## config.mk

```make
export PLATFORM = sky130hd
export DESIGN_NAME = io_responder
export DESIGN_NICKNAME = d
export VERILOG_FILES = /design/src/rtl/io_responder.sv
export SDC_FILE = /design/constraint.sdc
export NUM_CORES = 1
export LEC_CHECK = 0
export BUFFER_PORTS_ARGS = -buffer_cell sky130_fd_sc_hd__buf_2
export CAP_MARGIN = 20
export CORE_MARGIN = 10
export CORE_UTILIZATION = 37
export CTS_CLUSTER_SIZE = 14
export DETAILED_ROUTE_END_ITERATION = 7
export SLEW_MARGIN = 20
export SYNTH_ARGS = -nofsm -noshare
export SYNTH_HDL_FRONTEND = slang
export SYNTH_SLANG_ARGS = --single-unit
export TNS_END_PERCENT = 30
```

## constraint.sdc

```tcl
create_clock -name Clock -period 5.1 [get_ports Clock]
set_input_delay 0.765 -clock Clock [delete_from_list [all_inputs] [get_ports Clock]]
set_output_delay 0.765 -clock Clock [all_outputs]
set_load 0.01 [all_outputs]
```

## src/rtl/io_responder.sv

```systemverilog
// Bus target for proc: decodes ADDR[15:12] into RAM, LED, switch and timer regions.
// Build option IO_RESPONDER_IRQ_EN adds the IRQ output and the CTRL interrupt-enable bit.
module io_responder #(
  parameter int TIMER_W     = 16,
  parameter int SYNC_STAGES = 2
) (
  input  logic        Clock,
  input  logic        Reset,
  input  logic [15:0] ADDR,
  input  logic [15:0] DOUT,
  input  logic        W,
  output logic [15:0] DIN,
  input  logic [15:0] MEM_Q,
  output logic        MEM_WREN,
  input  logic [15:0] SW,
  output logic [15:0] LED
`ifdef IO_RESPONDER_IRQ_EN
  ,
  output logic        IRQ
`endif
);

  localparam logic [3:0] REG_RAM   = 4'h0;
  localparam logic [3:0] REG_LED   = 4'h1;
  localparam logic [3:0] REG_SW    = 4'h2;
  localparam logic [3:0] REG_TIMER = 4'h3;

  localparam logic [1:0] SUB_LOAD   = 2'd0;
  localparam logic [1:0] SUB_COUNT  = 2'd1;
  localparam logic [1:0] SUB_CTRL   = 2'd2;
  localparam logic [1:0] SUB_STATUS = 2'd3;

  logic [3:0]                    w_region;
  logic [1:0]                    w_sub;
  logic                          w_led_wr;
  logic                          w_load_wr;
  logic                          w_ctrl_wr;
  logic                          w_status_wr;
  logic                          w_expire;
  logic                          w_ie;
  logic [15:0]                   w_rdata;
  logic                          w_unused;

  logic [3:0]                    r_region;
  logic [15:0]                   r_rdata;
  logic [15:0]                   r_led;
  logic [SYNC_STAGES-1:0][15:0]  r_sync;
  logic [TIMER_W-1:0]            r_load;
  logic [TIMER_W-1:0]            r_count;
  logic                          r_en;
  logic                          r_reload;
  logic                          r_expired;

  assign w_region    = ADDR[15:12];
  assign w_sub       = ADDR[1:0];
  assign w_led_wr    = W & (w_region == REG_LED);
  assign w_load_wr   = W & (w_region == REG_TIMER) & (w_sub == SUB_LOAD);
  assign w_ctrl_wr   = W & (w_region == REG_TIMER) & (w_sub == SUB_CTRL);
  assign w_status_wr = W & (w_region == REG_TIMER) & (w_sub == SUB_STATUS);
  assign w_expire    = r_en & (r_count == TIMER_W'(1));
  assign w_unused    = &{1'b0, ADDR[11:2]};

  // RAM write strobe is combinational so wram sees it in the same cycle as W.
  assign MEM_WREN = W & (w_region == REG_RAM) & ~Reset;
  assign LED      = r_led;
  // Region 0 passes wram's own registered data; held at zero while in reset.
  assign DIN      = Reset ? 16'h0000 : ((r_region == REG_RAM) ? MEM_Q : r_rdata);

  always_ff @(posedge Clock or posedge Reset) begin
    if (Reset) begin
      r_led <= 16'h0000;
    end else if (w_led_wr) begin
      r_led <= DOUT;
    end
  end

  always_ff @(posedge Clock or posedge Reset) begin
    if (Reset) begin
      r_sync <= {(SYNC_STAGES*16){1'b0}};
    end else begin
      r_sync <= {r_sync[SYNC_STAGES-2:0], SW};
    end
  end

  // Autonomous counting first; bus writes later in the block take priority.
  always_ff @(posedge Clock or posedge Reset) begin
    if (Reset) begin
      r_load    <= {TIMER_W{1'b0}};
      r_count   <= {TIMER_W{1'b0}};
      r_en      <= 1'b0;
      r_reload  <= 1'b0;
      r_expired <= 1'b0;
    end else begin
      if (r_en) begin
        if (r_count != {TIMER_W{1'b0}}) begin
          r_count <= r_count - TIMER_W'(1);
        end else if (r_reload) begin
          r_count <= r_load;
        end else begin
          r_en <= 1'b0;
        end
      end
      if (w_status_wr) begin
        r_expired <= 1'b0;
      end
      if (w_expire) begin
        r_expired <= 1'b1;
      end
      if (w_load_wr) begin
        r_load  <= DOUT[TIMER_W-1:0];
        r_count <= DOUT[TIMER_W-1:0];
      end
      if (w_ctrl_wr) begin
        r_en     <= DOUT[0];
        r_reload <= DOUT[1];
      end
    end
  end

`ifdef IO_RESPONDER_IRQ_EN
  logic r_ie;
  logic r_irq;

  always_ff @(posedge Clock or posedge Reset) begin
    if (Reset) begin
      r_ie  <= 1'b0;
      r_irq <= 1'b0;
    end else begin
      if (w_ctrl_wr) begin
        r_ie <= DOUT[2];
      end
      r_irq <= r_expired & r_ie;
    end
  end

  assign w_ie = r_ie;
  assign IRQ  = r_irq;
`else
  assign w_ie = 1'b0;
`endif

  // Read data is computed from the current address against pre-edge state.
  always_comb begin
    w_rdata = 16'h0000;
    case (w_region)
      REG_LED: w_rdata = r_led;
      REG_SW:  w_rdata = r_sync[SYNC_STAGES-1];
      REG_TIMER: begin
        case (w_sub)
          SUB_LOAD:   w_rdata = 16'(r_load);
          SUB_COUNT:  w_rdata = 16'(r_count);
          SUB_CTRL:   w_rdata = {13'h0000, w_ie, r_reload, r_en};
          SUB_STATUS: w_rdata = {15'h0000, r_expired};
          default:    w_rdata = 16'h0000;
        endcase
      end
      default: w_rdata = 16'h0000;
    endcase
  end

  always_ff @(posedge Clock or posedge Reset) begin
    if (Reset) begin
      r_region <= 4'h0;
      r_rdata  <= 16'h0000;
    end else begin
      r_region <= w_region;
      r_rdata  <= w_rdata;
    end
  end

endmodule

```

After elaboration in Yosys (flattened, before gate mapping):

Index checks and enable logic that the tools add are counted.

* register bits: 103
* bits in latches: 0
* bits in writable memories: 0
* bits in read-only memories: 0
* bits of input ports: 67
* logic and storage cells: 49
* memories kept: 0

* $add $sub $neg: 1
* multipliers: 0
* div/mod/pow operators: 0
* $lt $le $gt $ge: 0
* equality and inequality tests: 7
* shifts and indexed selects: 0
* muxes and demuxes: 14
* bitwise operators: 9
* reductions and logical operators: 8

Operator list (count)
* 16-bit two-way mux: 6
* 16-bit one-hot mux with 4 select lines: 1
* 16-bit one-hot mux with 3 select lines: 1
* 16-bit by 1-bit == test with 1-bit output (second input constant): 1
* 16-bit nonzero test: 1
* 16-bit by 1-bit subtractor with 16-bit output (second input constant): 1
* 1-bit bitwise AND: 8
* 4-bit by 2-bit == test with 1-bit output (second input constant): 2
* 4-bit logical NOT: 2
* 1-bit two-way mux: 6
* 2-bit == test (second input constant): 2
* 4-bit by 1-bit == test with 1-bit output (second input constant): 1
* 2-bit nonzero test: 2
* 3-bit nonzero test: 1
* 2-bit by 1-bit == test with 1-bit output (second input constant): 1
* 2-bit logical NOT: 1
* 2-bit AND reduction: 1
* 1-bit inverter: 1

Depth between registers and ports, before layout:

* depth in word-level cells: 5
* depth in mapped cells: 8

Worst setup path after synthesis:

No wires, ideal clock.

* path kind: reg2out
* start point: register r_region[1]
* end point: output port DIN[10]
* arrival: 1.619 ns
* data required time: 4.335 ns
* setup slack: 2.716 ns
* stages on the path, launching flop included: 5
* path through: dfrtp_1 > nor4_1 > clkbuf_1 > nand2_1 > a21oi_1

* cells in the longest elaborated chain, start to end: 3

Ends and longest elaborated chain
* start: declaration: RTL line 44 `logic [3:0] r_region;`
* start signal: assignment: RTL line 166 `r_region <= w_region;`
* 4-bit logical NOT: RTL line 67 `assign DIN = Reset ? 16'h0000 : ((r_region == REG_RAM) ? MEM_Q : r_rdata);`
* 16-bit two-way mux (2 in series): RTL line 67
* end: declaration: RTL line 12 `output logic [15:0] DIN,`

Every way passes these cells.

Worst setup path after layout:

* start point: register r_region[1]
* end point: output port DIN[12]

Same word-level chain as after synthesis.

==> out/results.ini <==
[status]
status=finished clean

[timing]
relSlewSlack=0.301
post-route-period-util=0.540
hold_viol_final=0
hold_ws_ns=0.343
max_freq_mhz=363
rsz0062_at_grt=false
maxSlewViolCount=0
setup_viol=0
tightestPinTransition_ns=1.05
finClkSkew_ns=0.00765
setup_tns_ns=0
final.min_clock_period_ns=2.76

[critical_path]
worst-path-buf-inv=1
crit_path_end_kind=output port
cp_slowest_cell=or4_1
arrival_ns=1.99
crit_family=simple AND/OR/NAND/NOR gates
timing.rr.end=r_count[0]
rrSetupSlack_ns=2.44
start_kind=flop
max_stage_delay_ns=0.83
rr_startpoint=r_count[9]
path_max_fanout=16
crit_chain=or4_1 -> nand2_1 -> a21oi_1 -> buf_2
worstRegToRegCells=5
cp.required_ns=4.34
critPathKind=flop to output port

[finish]
final_cell_mix=dfrtp_1, nand2_1, buf_2
fin_area_um2=5390
final_nets=585
final_common_cell=dfrtp_1
layout-drive-gt1-share=0.269
area_growth_pct=19.0

[die]
chipHeight_um=131
initial_core_util=0.377
coreArea_um2=12000
row_count=40
dieArea_um2=17100
die_w_um=131
ios=100

[grt]
overflow=0
met3_usage=0.0326
grt_max_degree=77
grt_util_met1=0.183
top_usage_layer=met2
antenna_found_initial=1
grt_pass1_wl_um=18700
grtUsageMet2=0.217
grt_usage=0.140
grt_pass1_vias=3628

[place]
hpwlAfterDp_um=8350
post_dp_cell_area_um2=5100
gp_congestion=0.876
io_buffers=89

[synth]
synth_async_sr_flop_share=1.00
synthCells=434
synth_top_area_frac=0.569
synth_seq_cells=103
synth_edf_count=0
seq_area_frac_synth=0.569
synth_nets=504
synth_area_leaders=dfrtp_1, nand2_1, mux2_2
synth_top_cell_by_area=dfrtp_1
avgSynthCellArea_um2=10.4
ys_warn_count=0
synth_top_flop_cell=dfrtp_1
yosysUniqueCellTypes=52
synthesis.area_um2=4530

[routing]
vias_per_cell=5.23
drc=0
wl_per_cell_um=17.6
drt_iter0_drc=231
wl_um=11700
postRouteAntennaNets=0
drt-pass1-iter-count=4
vias=3495

[clock_network]
numCtsBuffers=9
ctsResizeCount=0
post-cts-setup-buffers=0
cts_hold_buf=0
cts_max_level=3
clk_pin_slew_ns=0.07
cts_tree=done
cts_root_buf=clkbuf_16
cts_buffer_depth=2
cts.sinks=103
clkLatencyLatePin_ns=0.35

[min_path]
hold_depth=0
hold_path.startpoint=r_sync[4]
min-delay-path-class=flop to flop
holdPathEnd=r_sync[20]

[flow_run]
drv_cap=0

[pwr]
ir_drop_uv=148
fin_total_pwr_uw=2140
power_density_nw_per_um2=397
p_leak_uw=0.00256

-- power by group --
part	switching, uW	internal [uW]
Clock	314	336
Sequential	146	935
Combinational	216	193
Total	676	1460
-- sequential cells by signal, indices dropped and copies added, names as in the netlist --
signal,flops
r_rdata,16
r_count,16
r_region,4
r_load,16
r_reload,1
LED,16
r_en,1
r_sync,32
r_expired,1
-- cells by family after synthesis --
family | Yosys count | synth area share
AOI/OAI and AO/OA | 109 | 0.146
xor gates and xnor gates | 4 | 0.00774
adders and majority gates | 3 | 0.00829
buffers and inverters | 32 | 0.0287
DFF | 103 | 0.569
muxes | 36 | 0.0870
and+or+nand+nor | 147 | 0.153
-- metrics by stage --
| stage | cells | utilization | setup slack, ns |
|---|---|---|---|
| after floorplan | 434 | - | 1.24 |
| after global placement | 651 | 0.425 | 2.23 |
| after CTS | 667 | 0.448 | 2.32 |
| after detailed placement | 651 | 0.425 | 2.23 |
| final | 668 | 0.449 | 2.34 |
| after global routing | 667 | 0.448 | 2.17 |
-- synthesized netlist by cell type (6+ instances only) --
| cell type | number |
|---|---|
| nand2_1 | 94 |
| a21oi_1 | 27 |
| o21ai_1 | 10 |
| mux2i_1 | 18 |
| dfrtp_1 | 103 |
| nand3_1 | 6 |
| a31oi_1 | 7 |
| o21ai_0 | 29 |
| mux2_2 | 17 |
| inv_1 | 9 |
| a22oi_1 | 14 |
| nor4_1 | 6 |
| nor2_1 | 16 |
| clkbuf_1 | 18 |
-- layout make-up --
cell class | instances | area [um2]
fill | 1176 | 6620
clock inverter | 7 | 55.1
clock buffer | 9 | 225
tap | 147 | 184
multi-input combinational | 299 | 1830
antenna | 1 | 2.50
sequential | 103 | 2580
inverter | 9 | 36.3
timing repair buffer | 93 | 475
-- layer usage --
metal | vias up | wire length (um)
met5 | - | 0
met4 | 0 | 218
met3 | 17 | 824
met2 | 110 | 5350
met1 | 1668 | 5350
li1 | 1700 | -
-- how the worst max path moves through the flow --
| stage | from | to | slack [ns] | cells after the start |
|---|---|---|---|---|
| 2_1_floorplan | Reset | LED[0] | 1.24 | 3 |
| 3_3_place_gp | ADDR[14] | r_count[0] | 2.23 | 5 |
| 6_report | r_region[1] | DIN[12] | 2.34 | 4 |
| 3_5_place_dp | ADDR[14] | r_count[0] | 2.23 | 5 |
| 4_1_cts | r_region[1] | DIN[11] | 2.32 | 4 |
| 5_1_grt | r_count[8] | r_count[4] | 2.17 | 5 |
Power figures use the tool's default switching activity.
